===== config.mk =====
export PLATFORM = sky130hd
export DESIGN_NAME = align_fifo
export DESIGN_NICKNAME = d
export VERILOG_FILES = /design/src/rtl/align_fifo.sv
export SDC_FILE = /design/constraint.sdc
export NUM_CORES = 1
export LEC_CHECK = 0
export ABC_CLOCK_PERIOD_IN_PS = 54000
export BUFFER_PORTS_ARGS = -buffer_cell sky130_fd_sc_hd__buf_2
export CAP_MARGIN = 10
export CORE_MARGIN = 2
export CORE_UTILIZATION = 43
export CTS_CLUSTER_DIAMETER = 100
export DETAILED_ROUTE_END_ITERATION = 6
export MAX_ROUTING_LAYER = met4
export PLACE_DENSITY = 0.72
export SLEW_MARGIN = 5
export SYNTH_ARGS = -nofsm -noshare
export SYNTH_HDL_FRONTEND = slang
export SYNTH_SLANG_ARGS = --single-unit

===== constraint.sdc =====
create_clock -name clk -period 54 [get_ports clk]
set_clock_uncertainty 0.1 [all_clocks]
set_input_delay 5.4 -clock clk [delete_from_list [all_inputs] [get_ports clk]]
set_output_delay 5.4 -clock clk [all_outputs]
set_load 0.03 [all_outputs]

===== src/rtl/align_fifo.sv =====
// align_fifo: first-word-fall-through buffer behind the serial-to-parallel aligner.
// Push-only input; it raises full/almost_full for throttling and sets a sticky overflow on a dropped word.
module align_fifo #(
    parameter int DATA_BIT     = 256,
    parameter int DEPTH        = 4,
    parameter int AFULL_MARGIN = 1
) (
    input  logic                         clk,
    input  logic                         rst,
    input  logic [DATA_BIT-1:0]          idata,
    input  logic                         idata_valid,
    output logic [DATA_BIT-1:0]          odata,
    output logic                         odata_valid,
    input  logic                         odata_ready,
    output logic [$clog2(DEPTH+1)-1:0]   count,
    output logic                         full,
    output logic                         almost_full,
    output logic                         overflow
);

    localparam int AW = $clog2(DEPTH);
    localparam int CW = $clog2(DEPTH+1);
    localparam logic [CW-1:0] FULL_LEVEL = CW'(DEPTH);
    localparam logic [CW-1:0] AF_LEVEL   = CW'(DEPTH - AFULL_MARGIN);

    logic [DATA_BIT-1:0] r_mem [DEPTH];
    logic [AW-1:0]       r_wr_ptr;
    logic [AW-1:0]       r_rd_ptr;
    logic [CW-1:0]       r_count;
    logic                r_overflow;

    logic w_full;
    logic w_valid;
    logic w_push;
    logic w_pop;
    logic w_drop;

    assign w_full  = (r_count == FULL_LEVEL);
    assign w_valid = (r_count != '0);
    assign w_pop   = w_valid && odata_ready;
    // A full queue still accepts a word when the head leaves in the same cycle.
    assign w_push  = idata_valid && (!w_full || w_pop);
    assign w_drop  = idata_valid && w_full && !w_pop;

    assign odata       = r_mem[r_rd_ptr];
    assign odata_valid = w_valid;
    assign count       = r_count;
    assign full        = w_full;
    assign almost_full = (AFULL_MARGIN >= DEPTH) ? 1'b1 : (r_count >= AF_LEVEL);
    assign overflow    = r_overflow;

    // Storage writes; reset zeroes every entry so odata reads 0 when empty.
    always_ff @(posedge clk) begin
        if (rst) begin
            for (int i = 0; i < DEPTH; i++) begin
                r_mem[i] <= '0;
            end
        end else if (w_push) begin
            r_mem[r_wr_ptr] <= idata;
        end
    end

    // Pointers wrap naturally modulo DEPTH.
    always_ff @(posedge clk) begin
        if (rst) begin
            r_wr_ptr <= '0;
            r_rd_ptr <= '0;
        end else begin
            if (w_push) begin
                r_wr_ptr <= r_wr_ptr + AW'(1);
            end
            if (w_pop) begin
                r_rd_ptr <= r_rd_ptr + AW'(1);
            end
        end
    end

    // Occupancy: moves only when exactly one of push/pop happens.
    always_ff @(posedge clk) begin
        if (rst) begin
            r_count <= '0;
        end else if (w_push && !w_pop) begin
            r_count <= r_count + CW'(1);
        end else if (w_pop && !w_push) begin
            r_count <= r_count - CW'(1);
        end
    end

    // Sticky drop flag, cleared only by reset.
    always_ff @(posedge clk) begin
        if (rst) begin
            r_overflow <= 1'b0;
        end else if (w_drop) begin
            r_overflow <= 1'b1;
        end
    end

endmodule


# Word level (Yosys, flattened, before mapping)
# Memories as Yosys holds them, arrays and structs flattened. A register that Yosys moved wholly into a read port is not among the register bits.
# Cells that the tools add are included.
[word_totals]
n_memories = 1
wordCells = 36
reg_bits = 8
inputBits = 260
mem_bits_rw = 1024
[classes]
magnitude_cmp = 1
muxes = 12
n_addsub = 4
eq_ne = 1
n_reduce_logical = 13
[memory_table]
columns = ["name", "depth", "word_bits", "read_ports", "rd_clocked_by_memory_dff", "write_ports", "line", "rtl"]
rows = [
  ["r_mem", 4, 256, 1, 1, 4, "26", "logic [DATA_BIT-1:0] r_mem [DEPTH];"],
]
[op_table]
columns = ["operator", "count"]
rows = [
  ["2-to-1 mux 256 bit", 1],
  ["OR reduction 256 bit", 1],
  ["logical AND 1 bit", 6],
  ["2-to-1 mux 1 bit", 6],
  ["2-to-1 mux 2 bit", 3],
  ["2-to-1 mux 3 bit", 2],
  ["adder 2 x 1 -> 2 bit (second input constant)", 2],
  ["adder 3 x 1 -> 3 bit (second input constant)", 1],
  ["equality test 3 bit (second input constant)", 1],
  [">= comparator 3 x 2 -> 1 bit (second input constant)", 1],
  ["logical NOT 1 bit", 3],
  ["nonzero test 3 bit", 1],
  ["subtractor 3 x 1 -> 3 bit (second input constant)", 1],
  ["nonzero test 2 bit", 1],
  ["logical OR 1 bit", 1],
]

# Longest topological paths before layout
[logic_depth]
word_depth = 9
mapped_depth = 9
ltp_nobuf = 9

# Worst setup path after synthesis
# OpenSTA, ideal clock, no wires.
[synth_path]
path_type = "in2reg"
start = "in odata_ready"
end = "mem r_mem[1][0] (enable)"
path_stages = 2
n_path_buf = 0
required_ns = 52.654
path_slack_ns = 28.549
setup_ns = 1.246
arrival_time_ns = 24.105
path_cell_list = "nor4b_4 > o31ai_1"
[synth_lines]
columns = ["element", "line", "rtl"]
rows = [
  ["from (decl)", "14", "input logic odata_ready,"],
  ["to (decl)", "26", ""],
]

==> results.ini <==
[outcome]
status = finished clean

[timing]
fin_crit_ps = 10440
hold_viol = 0
rsz0062_at_grt = no
relSlewSlack_pct = 13.6
fin_ws_ps = 43560
tns_ps = 0
tightest_slew_ps = 1300
setup_viol = 0
fmaxAchievable_ghz = 0.0958
drv_slew = 0
layout_worst_path_cycle_share_pct = 19.3

[synth]
yosys-top-cells-count = 1024 x and2_1, 1024 x edfxtp_1, 256 x mux4_2, 127 x clkbuf_1, 32 x buf_2
avgSynthCellArea_um2 = 17.4
synth.top_cell.area_share_pct = 69.7
post_synth_main_area_contributors = edfxtp_1 70%, and2_1 15%, mux4_2 13%
yosysTopAreaCell = edfxtp_1
ys.flop_type = edfxtp_1
syn_nets = 2791
syn_inst = 2529
ys_seq_elements = 1034
ys_warn_count = 0
synth.yosys.seq_area_share_pct = 70.1
synth_cell_types = 31
synth_edf_count = 1024
async_reset_ff_share_pct = 0
synth_area_um2 = 44100

[setup_path]
slowest_stage = buf_4
critPathKind = flip-flop to output port
path_cells = buf_4, buf_4, buf_4, mux4_2, buf_2
reg2regPathDepth = 5
start_kind = flip-flop
required_ps = 48500
cpLargestDelayFamily = buffers and inverters
rrSetupSlack_ps = 49770
crit_path_frequent_cell = buf_4
r2r_start = count[0]
path_buf_inv = 4
path_depth = 5
cp-end-kind = output port
cp_slowest_stage_delay_ps = 920
cp_max_fo = 49
r2r-end = r_mem[2][20]
critPathArrivalTime_ps = 4940
endpoint = odata[66]

[route]
wl_per_cell_um = 22.9
vias = 23100
routed_wirelength_um = 103000
via_per_inst = 5.13
drt-initial-drc-count = 1754
ant_nets = 0
drc = 0
drt_pass1_iterations = 5

[clocking]
hold_buffers = 0
insertion_delay_ps = 670
cts_buffer_depth = 3
postCtsSetupBuffers = 0
clockRootBuffer = clkbuf_16
clk_pin_slew_ps = 60
cts_buffers = 108
htree_levels = 3
cts_tree = yes
cts-resized-gates = 0
cts_sinks = 1034

[run]
maxCapViolCount = 0

[power_and_ir_drop]
p_leak_nw = 19.4
peakVddDrop_uv = 36.2
comb_power_share_pct = 24.9
p_sw_w = 0.000696
clockPowerShare_pct = 31.6
power_frac_seq_pct = 43.5
swShare_pct = 30.5
p_int_w = 0.00159
power.density_nw_per_um2 = 44.2

[layout]
fin_nets = 3286
fill_cells = 8360
seq_area_um2 = 31000
stdcell_count = 4504
multiInputGateArea_um2 = 12500
drive_above_1_share_pct = 31.4
area_delta_synth_final_pct = 17.0

[place]
gp_congestion = 0.806
pre_cts_ws_ps = 44020
dp_hpwl_um = 58900
dp_cells = 4282
port_buffers = 522

[worst_hold_path]
hold_start = r_rd_ptr[0]
min_path_type = flip-flop to flip-flop

[die]
die-area_um2 = 105000
core_um2 = 102000
io_pins = 523
start_util_pct = 43.4
die_width_um = 324
die_h_um = 324
placementRows = 117

[global_routing]
grt_max_degree = 179
grt_pass1_vias = 24400
globalRoute.totalOverflow = 0
antenna_found_initial = 26
grt_pass1_wl_um = 155000
grt_use_total_pct = 20.1

[per-stage QoR]
step           util, %  power, W  hold slack (ps)  cell area, um2
2_1_floorplan        -   0.00143              385           44100
3_3_place_gp      47.3   0.00158              411           48200
3_5_place_dp      47.3   0.00159              425           48200
4_1_cts           50.7   0.00231              439           51600
5_1_grt           50.8   0.00237              467           51600
6_report          50.8   0.00228              437           51600
[sequential cells by signal, indices dropped and copies added (netlist names), named ones only]
| signal | cells |
|---|---|
| count | 3 |
| overflow | 1 |
| r_mem | 1024 |
| r_rd_ptr | 2 |
| r_wr_ptr | 2 |
[logic make-up (layout without fill, tap and decap cells)]
kind of cell,Yosys count,in the layout,synth area share (%)
AND/OR/NAND/NOR,1046,1046,14.9
flip-flops,1034,1034,70.1
multiplexers,258,258,13.1
buffers and inverters,175,759,1.58
AO/OA/AOI/OAI,10,10,0.153
XOR/XNOR,4,4,0.0794
adder cells (fa/ha/maj),2,2,0.0737
other,0,23,0
[cells in the final DEF (no fill, tap or decap), types with 2 or more instances in the layout]
master,synthesis,layout
and2_1,1024,1024
edfxtp_1,1024,1024
buf_2,32,522
mux4_2,256,256
clkbuf_16,0,109
clkinv_1,0,28
buf_4,0,27
clkinv_2,0,25
diode_2,0,23
clkbuf_1,127,17
bufinv_16,0,10
nor2_1,8,8
dfxtp_1,10,8
buf_12,0,6
inv_1,5,5
inv_6,0,5
xor2_1,4,4
clkinv_4,0,3
nor4b_4,1,2
nand2b_1,2,2
nand2_1,2,2
or3_1,2,2
nor4_4,0,2
dfxtp_4,0,2
[worst min-delay path by stage]
stage	end	slack, ps	depth (start not counted)
finish	flip-flop	440	2
global placement	flip-flop	410	2
floorplan	flip-flop	380	2
CTS	flip-flop	440	2
detailed placement	flip-flop	420	2
global route	flip-flop	470	2
[layer usage]
| metal | share of wire, % | wire [um] | global-route usage [%] |
|---|---|---|---|
| met3 | 6.3 | 6510 | 4.33 |
| met4 | 3.3 | 3450 | 6.85 |
| met1 | 41 | 41800 | 25.6 |
| met2 | 50 | 51200 | 32.1 |
| met5 | 0 | 0 | - |
[power groups by stage]
stage	clock, W	combinational, W	sequential (W)
finish	0.000723	0.000569	0.000993
global route	0.000768	0.000600	0.00100
CTS	0.000737	0.000580	0.000994
detailed placement	0	0.000579	0.00101
global placement	0	0.000577	0.00101
floorplan	0	0.000411	0.00102
[area by class of cell]
cell class | instances | area share (%)
Clock inverter | 73 | 1.20
Tap cell | 1368 | 3.31
Multi-Input combinational cell | 1320 | 24.3
Clock buffer | 126 | 5.41
Timing Repair Buffer | 555 | 5.68
Inverter | 5 | 0.0363
Sequential cell | 1034 | 60.0
Antenna cell | 23 | 0.111
[tightest hold or removal path: cells and delay by family, from the launching register on]
| kind | cells | cell delay, ps |
|---|---|---|
| XOR/XNOR | 1 | 90 |
| flip-flops | 1 | 340 |
| AND/OR/NAND/NOR | 1 | 70 |
(Power assumes the default switching activity.)
